**config.mk**
```make
export PLATFORM = sky130hd
export DESIGN_NAME = pipe_issue_arbiter_flat
export DESIGN_NICKNAME = d
export VERILOG_FILES = /design/src/rtl/pipe_issue_arbiter_if.sv /design/src/rtl/pipe_issue_arbiter.sv /design/src/flat_wrapper.sv
export SDC_FILE = /design/constraint.sdc
export NUM_CORES = 1
export LEC_CHECK = 0
export CORE_AREA = 4 4 181 183
export CTS_BUF_LIST = sky130_fd_sc_hd__clkbuf_8
export CTS_CLUSTER_SIZE = 10
export DETAILED_ROUTE_END_ITERATION = 12
export DIE_AREA = 0 0 185 187
export SLEW_MARGIN = 20
export SYNTH_ARGS = -nofsm -noshare
export SYNTH_HDL_FRONTEND = slang
export SYNTH_SLANG_ARGS = --single-unit
```
**constraint.sdc**
```tcl
create_clock -name clk -period 2.8 [get_ports clk]
set_clock_uncertainty 0.05 [all_clocks]
set_input_delay 0.56 -clock clk [delete_from_list [all_inputs] [get_ports clk]]
set_output_delay 0.56 -clock clk [all_outputs]
set_load 0.01 [all_outputs]
```
**src/rtl/pipe_issue_arbiter_if.sv**
```systemverilog
// Issue/result bundle between the requester lanes, the shared unit and pipe_issue_arbiter.
interface pipe_issue_arbiter_if #(
    parameter int element_width = 64,
    parameter int NUM_REQ       = 4,
    parameter int LATENCY       = 4,
    parameter int ID_W          = $clog2(NUM_REQ),
    parameter int IF_W          = $clog2(LATENCY + 2)
);
    logic [NUM_REQ-1:0]               req;
    logic [NUM_REQ*element_width-1:0] req_data;
    logic                             hold;
    logic [NUM_REQ-1:0]               gnt;
    logic [element_width-1:0]         unit_in;
    logic                             unit_in_valid;
    logic [element_width-1:0]         unit_out;
    logic [NUM_REQ-1:0]               res_valid;
    logic [ID_W-1:0]                  res_id;
    logic [element_width-1:0]         res_data;
    logic [IF_W-1:0]                  inflight;
    logic                             idle;

    modport master (
        output req, req_data, hold, unit_out,
        input  gnt, unit_in, unit_in_valid, res_valid, res_id, res_data, inflight, idle
    );

    modport slave (
        input  req, req_data, hold, unit_out,
        output gnt, unit_in, unit_in_valid, res_valid, res_id, res_data, inflight, idle
    );
endinterface

```
**src/rtl/pipe_issue_arbiter.sv**
```systemverilog
// Round-robin issue into a shared non-stallable LATENCY-deep unit, with a tag pipe steering results back.
// Latency: gnt combinational; unit_in one cycle after grant; result strobe LATENCY+1 cycles after grant.
// Backpressure: only hold (drain); the unit never stalls, so tags shift unconditionally.
module pipe_issue_arbiter #(
    parameter int element_width = 64,
    parameter int NUM_REQ       = 4,
    parameter int LATENCY       = 4,
    parameter int ID_W          = $clog2(NUM_REQ)
) (
    input  logic                 clk,
    input  logic                 rst,
    pipe_issue_arbiter_if.slave  bus
);
    localparam int IF_W = $clog2(LATENCY + 2);

    logic [ID_W-1:0]          r_ptr;
    logic [element_width-1:0] r_unit_in;
    logic [LATENCY:0]         r_tag_vld;
    logic [ID_W-1:0]          r_tag_id [0:LATENCY];
    logic [IF_W-1:0]          r_inflight;

    logic                     w_gnt_vld;
    logic [ID_W-1:0]          w_gnt_id;
    logic [ID_W-1:0]          w_ptr_nxt;
    logic [NUM_REQ-1:0]       w_gnt;

    // First requester at or above the pointer, wrapping; nothing while in reset or on hold.
    always_comb begin
        w_gnt_vld = 1'b0;
        w_gnt_id  = '0;
        for (int off = 0; off < NUM_REQ; off++) begin
            int idx;
            idx = (int'(r_ptr) + off) % NUM_REQ;
            if (!rst && !bus.hold && !w_gnt_vld && bus.req[idx[ID_W-1:0]]) begin
                w_gnt_vld = 1'b1;
                w_gnt_id  = idx[ID_W-1:0];
            end
        end
    end

    assign w_gnt     = {{(NUM_REQ-1){1'b0}}, w_gnt_vld} << w_gnt_id;
    assign w_ptr_nxt = (w_gnt_id == ID_W'(NUM_REQ - 1)) ? '0 : w_gnt_id + ID_W'(1);

    always_ff @(posedge clk or posedge rst) begin
        if (rst) begin
            r_ptr      <= '0;
            r_unit_in  <= '0;
            r_tag_vld  <= '0;
            r_inflight <= '0;
            for (int k = 0; k <= LATENCY; k++) begin
                r_tag_id[k] <= '0;
            end
        end else begin
            if (w_gnt_vld) begin
                r_ptr       <= w_ptr_nxt;
                r_unit_in   <= bus.req_data[int'(w_gnt_id)*element_width +: element_width];
                r_tag_id[0] <= w_gnt_id;
            end
            // Stage 0 is the issue register; stages 1..LATENCY track the unit's own registers.
            r_tag_vld <= {r_tag_vld[LATENCY-1:0], w_gnt_vld};
            for (int k = 1; k <= LATENCY; k++) begin
                r_tag_id[k] <= r_tag_id[k-1];
            end
            case ({w_gnt_vld, r_tag_vld[LATENCY]})
                2'b10:   r_inflight <= r_inflight + IF_W'(1);
                2'b01:   r_inflight <= r_inflight - IF_W'(1);
                default: r_inflight <= r_inflight;
            endcase
        end
    end

    assign bus.gnt           = w_gnt;
    assign bus.unit_in       = r_unit_in;
    assign bus.unit_in_valid = r_tag_vld[0];
    assign bus.res_valid     = {{(NUM_REQ-1){1'b0}}, r_tag_vld[LATENCY]} << r_tag_id[LATENCY];
    assign bus.res_id        = r_tag_id[LATENCY];
    assign bus.res_data      = bus.unit_out;
    assign bus.inflight      = r_inflight;
    assign bus.idle          = (r_inflight == '0) && (bus.req == '0);
endmodule

```
**src/flat_wrapper.sv**
```systemverilog
// flat-port wrapper written by rule: the top's interface ports become plain ports
module pipe_issue_arbiter_flat 
#(
    parameter int element_width = 64,
    parameter int NUM_REQ       = 4,
    parameter int LATENCY       = 4,
    parameter int ID_W          = $clog2(NUM_REQ)
)
  (clk, rst, bus_req, bus_req_data, bus_hold, bus_unit_out, bus_gnt, bus_unit_in, bus_unit_in_valid, bus_res_valid, bus_res_id, bus_res_data, bus_inflight, bus_idle);
  pipe_issue_arbiter_if #(.element_width(element_width), .NUM_REQ(NUM_REQ), .LATENCY(LATENCY), .ID_W(ID_W)) bus_i ();
  input  logic clk;
  input  logic rst;
  input wire logic [$bits(bus_i.req)-1:0] bus_req;
  input wire logic [$bits(bus_i.req_data)-1:0] bus_req_data;
  input wire logic [$bits(bus_i.hold)-1:0] bus_hold;
  input wire logic [$bits(bus_i.unit_out)-1:0] bus_unit_out;
  output wire logic [$bits(bus_i.gnt)-1:0] bus_gnt;
  output wire logic [$bits(bus_i.unit_in)-1:0] bus_unit_in;
  output wire logic [$bits(bus_i.unit_in_valid)-1:0] bus_unit_in_valid;
  output wire logic [$bits(bus_i.res_valid)-1:0] bus_res_valid;
  output wire logic [$bits(bus_i.res_id)-1:0] bus_res_id;
  output wire logic [$bits(bus_i.res_data)-1:0] bus_res_data;
  output wire logic [$bits(bus_i.inflight)-1:0] bus_inflight;
  output wire logic [$bits(bus_i.idle)-1:0] bus_idle;
  assign bus_i.req = bus_req;
  assign bus_i.req_data = bus_req_data;
  assign bus_i.hold = bus_hold;
  assign bus_i.unit_out = bus_unit_out;
  assign bus_gnt = bus_i.gnt;
  assign bus_unit_in = bus_i.unit_in;
  assign bus_unit_in_valid = bus_i.unit_in_valid;
  assign bus_res_valid = bus_i.res_valid;
  assign bus_res_id = bus_i.res_id;
  assign bus_res_data = bus_i.res_data;
  assign bus_inflight = bus_i.inflight;
  assign bus_idle = bus_i.idle;
  pipe_issue_arbiter #(.element_width(element_width), .NUM_REQ(NUM_REQ), .LATENCY(LATENCY), .ID_W(ID_W)) u_core (.clk(clk), .rst(rst), .bus(bus_i));
endmodule
```
## After elaboration in Yosys (flattened, before gate mapping)

Cells that the tools add are included.

| storage, ports and cells | value |
|---|---|
| bits in registers | 84 |
| input port bits | 327 |
| output and inout port bits | 143 |
| logic and storage cells | 60 |

| operators by class | value |
|---|---|
| add/sub/neg operators | 6 |
| magnitude comparators | 4 |
| equality and inequality tests | 3 |
| shifts and indexed selects | 3 |
| multiplexer cells | 18 |
| reductions and logical operators | 17 |

Operators by type and width:

| cell | count |
|---|---|
| 256-bit by 9-bit variable part select with 64-bit output | 1 |
| 2-bit by 3-bit less-than comparator with 1-bit output, second input constant | 4 |
| 2-bit 2-to-1 mux | 5 |
| 1-bit logical AND | 9 |
| 1-bit binary-select mux with 2-bit select | 4 |
| 1-bit 2-to-1 mux | 8 |
| 1-bit by 2-bit left shift with 4-bit output | 2 |
| 3-bit case mux with 2 select lines | 1 |
| 1-bit zero test | 5 |
| 2-bit by 1-bit adder with 2-bit output, second input constant | 2 |
| 2-bit adder, second input constant | 2 |
| 2-bit == test, second input constant | 2 |
| 4-bit zero test | 1 |
| 3-bit by 1-bit adder with 3-bit output, second input constant | 1 |
| 3-bit zero test | 1 |
| 3-bit by 1-bit subtractor with 3-bit output, second input constant | 1 |
| 2-bit by 1-bit == test with 1-bit output, second input constant | 1 |
| 2-bit nonzero test | 1 |

## Logic depth before layout (Yosys ltp)

| depth | value |
|---|---|
| depth in word-level cells | 18 |
| gate-level depth with buffers | 10 |
| gate-level depth less buffers | 8 |

## Least setup slack after synthesis

No wires, ideal clock.

| timing path | value |
|---|---|
| path kind | input to register |
| start point | in bus_req[0] |
| end point | reg u_core.r_inflight[2] (netlist: u_core.bus.inflight[2]) |
| setup time | 0.079 ns |
| data arrival time | 2.634 ns |
| required time | 2.671 ns |
| path slack | 0.037 ns |
| cell stages on the path | 10 |
| path buffers | 2 |
| cells stage by stage | or4_1 nand2_1 buf_2 buf_2 ha_1 inv_1 fa_1 xor2_1 nor2_1 xor2_1 |

| on the way | value |
|---|---|
| longest elaborated chain between the ends | 18 |
| elaborated cells between the ends (all ways) | 26 |
| those cells by class | 2 x eq/ne; 13 x mux; 11 x reduce/logical |

RTL lines:

| what | line | RTL |
|---|---|---|
| start, declared | flat_wrapper.sv:13 | `input wire logic [$bits(bus_i.req)-1:0] bus_req;` |
| 1-bit binary-select mux with 2-bit select | pipe_issue_arbiter.sv:34 | `if (!rst && !bus.hold && !w_gnt_vld && bus.req[idx[ID_W-1:0]]) begin` |
| 1-bit 2-to-1 mux (implied by the code) | pipe_issue_arbiter.sv:34 |  |
| 1-bit logical AND | pipe_issue_arbiter.sv:34 |  |
| 1-bit 2-to-1 mux | pipe_issue_arbiter.sv:34 |  |
| 1-bit zero test | pipe_issue_arbiter.sv:34 |  |
| 1-bit logical AND (2 in a row) | pipe_issue_arbiter.sv:34 |  |
| 1-bit 2-to-1 mux | pipe_issue_arbiter.sv:34 |  |
| 1-bit zero test | pipe_issue_arbiter.sv:34 |  |
| 1-bit logical AND (2 in a row) | pipe_issue_arbiter.sv:34 |  |
| 1-bit 2-to-1 mux | pipe_issue_arbiter.sv:34 |  |
| 1-bit zero test | pipe_issue_arbiter.sv:34 |  |
| 1-bit logical AND (2 in a row) | pipe_issue_arbiter.sv:34 |  |
| 1-bit 2-to-1 mux (*) | pipe_issue_arbiter.sv:34 |  |
| 2-bit by 1-bit == test with 1-bit output / 2-bit == test (equally long branches) | pipe_issue_arbiter.sv:64 | `case ({w_gnt_vld, r_tag_vld[LATENCY]})` |
| 3-bit case mux with 2 select lines / 2-bit nonzero test (equally long branches) | n/a |  |
| end signal, assigned | pipe_issue_arbiter.sv:65 | `2'b10: r_inflight <= r_inflight + IF_W'(1);` |
| end signal, assigned | pipe_issue_arbiter.sv:66 | `2'b01: r_inflight <= r_inflight - IF_W'(1);` |
| end signal, assigned | pipe_issue_arbiter.sv:67 | `default: r_inflight <= r_inflight;` |
| end, declared | pipe_issue_arbiter.sv:20 | `logic [IF_W-1:0] r_inflight;` |

Mark *: on every way between the ends. The rest lies on a longest branch, timed or not. The select of a mux whose other input is x is not followed.
A chain may end at the register's enable or synchronous reset.

## Worst setup path in the final report

| timing path | value |
|---|---|
| start point | in bus_hold |
| end point | out bus_gnt[2] |

| on the way | value |
|---|---|
| longest elaborated chain between the ends | 17 |
| elaborated cells between the ends (all ways) | 21 |
| those cells by class | 1 x shift; 8 x mux; 12 x reduce/logical |

RTL lines:

| what | line | RTL |
|---|---|---|
| start, declared | flat_wrapper.sv:15 | `input wire logic [$bits(bus_i.hold)-1:0] bus_hold;` |
| 1-bit zero test (*) | pipe_issue_arbiter.sv:34 |  |
| 1-bit logical AND (*) | pipe_issue_arbiter.sv:34 |  |
| 1-bit logical AND | pipe_issue_arbiter.sv:34 |  |
| 1-bit 2-to-1 mux | pipe_issue_arbiter.sv:34 |  |
| 1-bit zero test | pipe_issue_arbiter.sv:34 |  |
| 1-bit logical AND (2 in a row) | pipe_issue_arbiter.sv:34 |  |
| 1-bit 2-to-1 mux | pipe_issue_arbiter.sv:34 |  |
| 1-bit zero test | pipe_issue_arbiter.sv:34 |  |
| 1-bit logical AND (2 in a row) | pipe_issue_arbiter.sv:34 |  |
| 1-bit 2-to-1 mux | pipe_issue_arbiter.sv:34 |  |
| 1-bit zero test | pipe_issue_arbiter.sv:34 |  |
| 1-bit logical AND (2 in a row) | pipe_issue_arbiter.sv:34 |  |
| 1-bit 2-to-1 mux / 2-bit 2-to-1 mux (equally long branches) | pipe_issue_arbiter.sv:34 |  |
| 1-bit by 2-bit left shift with 4-bit output (*) | pipe_issue_arbiter.sv:41 | `assign w_gnt = {{(NUM_REQ-1){1'b0}}, w_gnt_vld} << w_gnt_id;` |
| end, declared | flat_wrapper.sv:17 | `output wire logic [$bits(bus_i.gnt)-1:0] bus_gnt;` |

Mark *: on every way between the ends. The rest lies on a longest branch, timed or not.

==> results.json <==
{
  "end_kind": "output port",
  "ant_nets": 0,
  "syn_area_um2": 5440,
  "ys_seq_area_share_pct": 38.7,
  "port_buffers": 341,
  "postSynth.asyncResetShare_pct": 100,
  "die_x_um": 185,
  "avgSynthCellArea_um2": 10.1,
  "max-slew-margin-rel_pct": 60.9,
  "drt_iter0_markers": 146,
  "grt_pass1_vias": 5704,
  "grt_max_degree": 63,
  "power.clock.fraction_pct": 19.1,
  "netSwitchingPower_w": 0.00177,
  "worstPathRequired_ns": 2.19,
  "vias": 5390,
  "synth_cell_types": 46,
  "drive_above_1_share_pct": 12.8,
  "grtUsageMet1_pct": 13.4,
  "viasPerCell": 4.36,
  "ys_seq_elements": 84,
  "cellPowerDensity_nw_per_um2": 551,
  "htreeDepth": 3,
  "yosysTopAreaCell": "dfrtp_1",
  "top_usage_layer": "met2",
  "drv_slew": 0,
  "max_cap_violations": 0,
  "synthCells": 538,
  "cp-start-kind": "input pin",
  "clock-sinks": 84,
  "drt_pass1_iterations": 5,
  "start_util_pct": 17.4,
  "setup_viol": 0,
  "wirelength_um": 22600,
  "worst-setup-path-type": "input pin to output port",
  "rsz0062_at_grt": "yes",
  "synth_top_area_share_pct": 38.7,
  "pwr-share-comb_pct": 46.3,
  "num_rows": 65,
  "syn2layout_area_growth_pct": 71.3,
  "synth_fp_nets": 867,
  "cp_max_fo": 3,
  "yosysMostFrequentCell": "dfrtp_1",
  "min_period_over_period_pct": 99.6,
  "worstMarginPinSlew_ns": 0.587,
  "grt_use_met2_pct": 21.7,
  "final_util_pct": 29.8,
  "p_int_w": 0.00336,
  "power_w": 0.00513,
  "yosys_warnings": 0,
  "synth_edf_count": 0,
  "finalNonFillerCells": 1235,
  "antenna_found_initial": 0,
  "synth_area_leaders": "dfrtp_1 (39%), mux2i_1 (14%), buf_4 (9.9%), a221oi_1 (5.5%), a32oi_1 (3.2%)",
  "ctsHoldBuffers": 0,
  "io_pins": 470,
  "dp.cells": 1210,
  "crit_arrival_ns": 2.18,
  "fp.dieH_um": 187,
  "grt_pass1_wl_um": 33000,
  "grt_use_met3_pct": 4.45,
  "hpwl_um": 17500,
  "drc": 0,
  "die-area_um2": 34600,
  "max_freq_ghz": 0.359,
  "switching_share_pct": 34.5,
  "cts_root_buf": "clkbuf_8",
  "pwr-share-seq_pct": 34.6,
  "diodes": 0,
  "peakVddDrop_v": 0.000247,
  "hold_path.class": "flip-flop to flip-flop",
  "grt_overflow_total": 0,
  "clock_path_buffers": 2,
  "synthFlopType": "dfrtp_1",
  "cts_tree": "built",
  "insertion_delay_ns": 0.37,
  "finalHoldViolCount": 0,
  "wl_per_cell_um": 18.3,
  "timing.hold.ws_ns": 0.296,
  "cts_buffers": 9,
  "gp_congestion": 0.755,
  "leakage_nw": 3.92,
  "gr-usage-all-layers_pct": 12.2,
  "core_um2": 31200,
  "clk_pin_slew_ns": 0.11,
  "yosys-top-cells-count": "dfrtp_1 (84), mux2i_1 (76), buf_4 (72), nor2_1 (41), a221oi_1 (34)",
  "period_needed_ns": 2.79,
  "nets": 1157,
  "status": "complete, no violations"
}
## final cells by class
| class | instances | area, um2 |
|---|---|---|
| Clock buffer | 9 | 124 |
| Clock inverter | 7 | 81.3 |
| Fill cell | 3275 | 21900 |
| Inverter | 6 | 25.0 |
| Multi-Input combinational cell | 333 | 2620 |
| Sequential cell | 84 | 2100 |
| Tap cell | 402 | 503 |
| Timing Repair Buffer | 394 | 3860 |
## worst max-delay path, cell delays in order
cell and delay, ns:
clkdlybuf4s50_1 0.42, or2_4 0.28, a2111oi_4 0.24, buf_4 0.18, nor2_4 0.04, nor3_2 0.19
buf_4 0.15, buf_6 0.11
## worst paths after layout
path / startpoint / to / slack (ns) / depth (start not counted)
worst min-delay path: u_core.r_tag_id[7]$_DFF_PP0_ / u_core.r_tag_id[5]$_DFF_PP0_ / 0.30 / 0
worst max register to register: u_core.r_ptr[1]$_DFFE_PP0P_ / u_core.bus.unit_in[22]$_DFFE_PP0P_ / 0.27 / 10
min in group asynchronous: rst / u_core.bus.unit_in[3]$_DFFE_PP0P_ / 0.60 / 3
worst max-delay path: bus_hold / bus_gnt[2] / 0.01 / 8
worst min register to register: u_core.r_tag_id[7]$_DFF_PP0_ / u_core.r_tag_id[5]$_DFF_PP0_ / 0.30 / 0
max in group asynchronous: rst / u_core.bus.unit_in[17]$_DFFE_PP0P_ / 1.43 / 4
## metrics by stage
stage	setup TNS [ns]	instance area [um2]	setup slack (ns)
after CTS	-0.0409	9230	-0.0409
after floorplan	0	5440	0.0249
final	0	9320	0.0116
after global placement	-17.53	9000	-0.685
after global routing	-0.210	9320	-0.0675
after detailed placement	-22.09	9000	-0.717
## placed cells by master, fill, tap and decap left out, types with 2 or more instances in the layout
master           count
a221oi_1            34
a211o_1              2
o21ai_1              2
a22oi_1             12
inv_6                2
buf_12               5
dlygate4sd2_1        3
dfrtp_1             82
clkinv_4             2
a21oi_1             22
xor2_1               2
mux2i_1             76
buf_2                2
and3_1              21
a32oi_1             20
clkbuf_2             2
nand2_1             22
nand4_1             20
a22oi_2              2
nor2_4               3
nor3_2               2
dfrtp_2              2
o21bai_1             2
clkdlybuf4s50_1    332
inv_1                4
a221oi_2            10
nor2_1              38
or2_4                2
buf_4               45
clkbuf_8             9
buf_6                5
o211ai_1            20
## power groups by stage
stage	logic, W	registers [W]	clock network, W
global placement	0.00232	0.00179	0
finish	0.00237	0.00178	0.000980
detailed placement	0.00234	0.00180	0
floorplan	0.000995	0.00191	0
CTS	0.00234	0.00179	0.00106
global route	0.00257	0.00183	0.00110
## per-layer routing
metal / vias to the layer above / share of wire, %
met5: - / 0
met1: 2538 / 38
met2: 271 / 50
li1: 2540 / -
met3: 41 / 10
met4: 0 / 2.7
## state kept, by name (all words and copies together), names as in the netlist
signal               cells
u_core.bus.inflight      3
u_core.bus.res_id        2
u_core.bus.unit_in      64
u_core.r_ptr             2
u_core.r_tag_id          8
u_core.r_tag_vld         5
## logic make-up (layout without fill, tap and decap cells)
family	Yosys count	count (layout)	synth area share, %
fa+ha+maj	2	2	0.598
buf+inv	121	416	14.7
xor+xnor	3	3	0.483
flops	84	84	38.7
compound gates	131	131	20.3
simple gates	121	121	11.3
mux	76	76	14.0
## repair_timing
action                                  4_1_cts  5_1_grt
endpoints found under the setup margin        6        5
pin swaps                                     2        9
resized for setup                            29       17
gates cloned                                  0        0
setup buffers                                 3        7
Power figures use the tool's default switching activity.
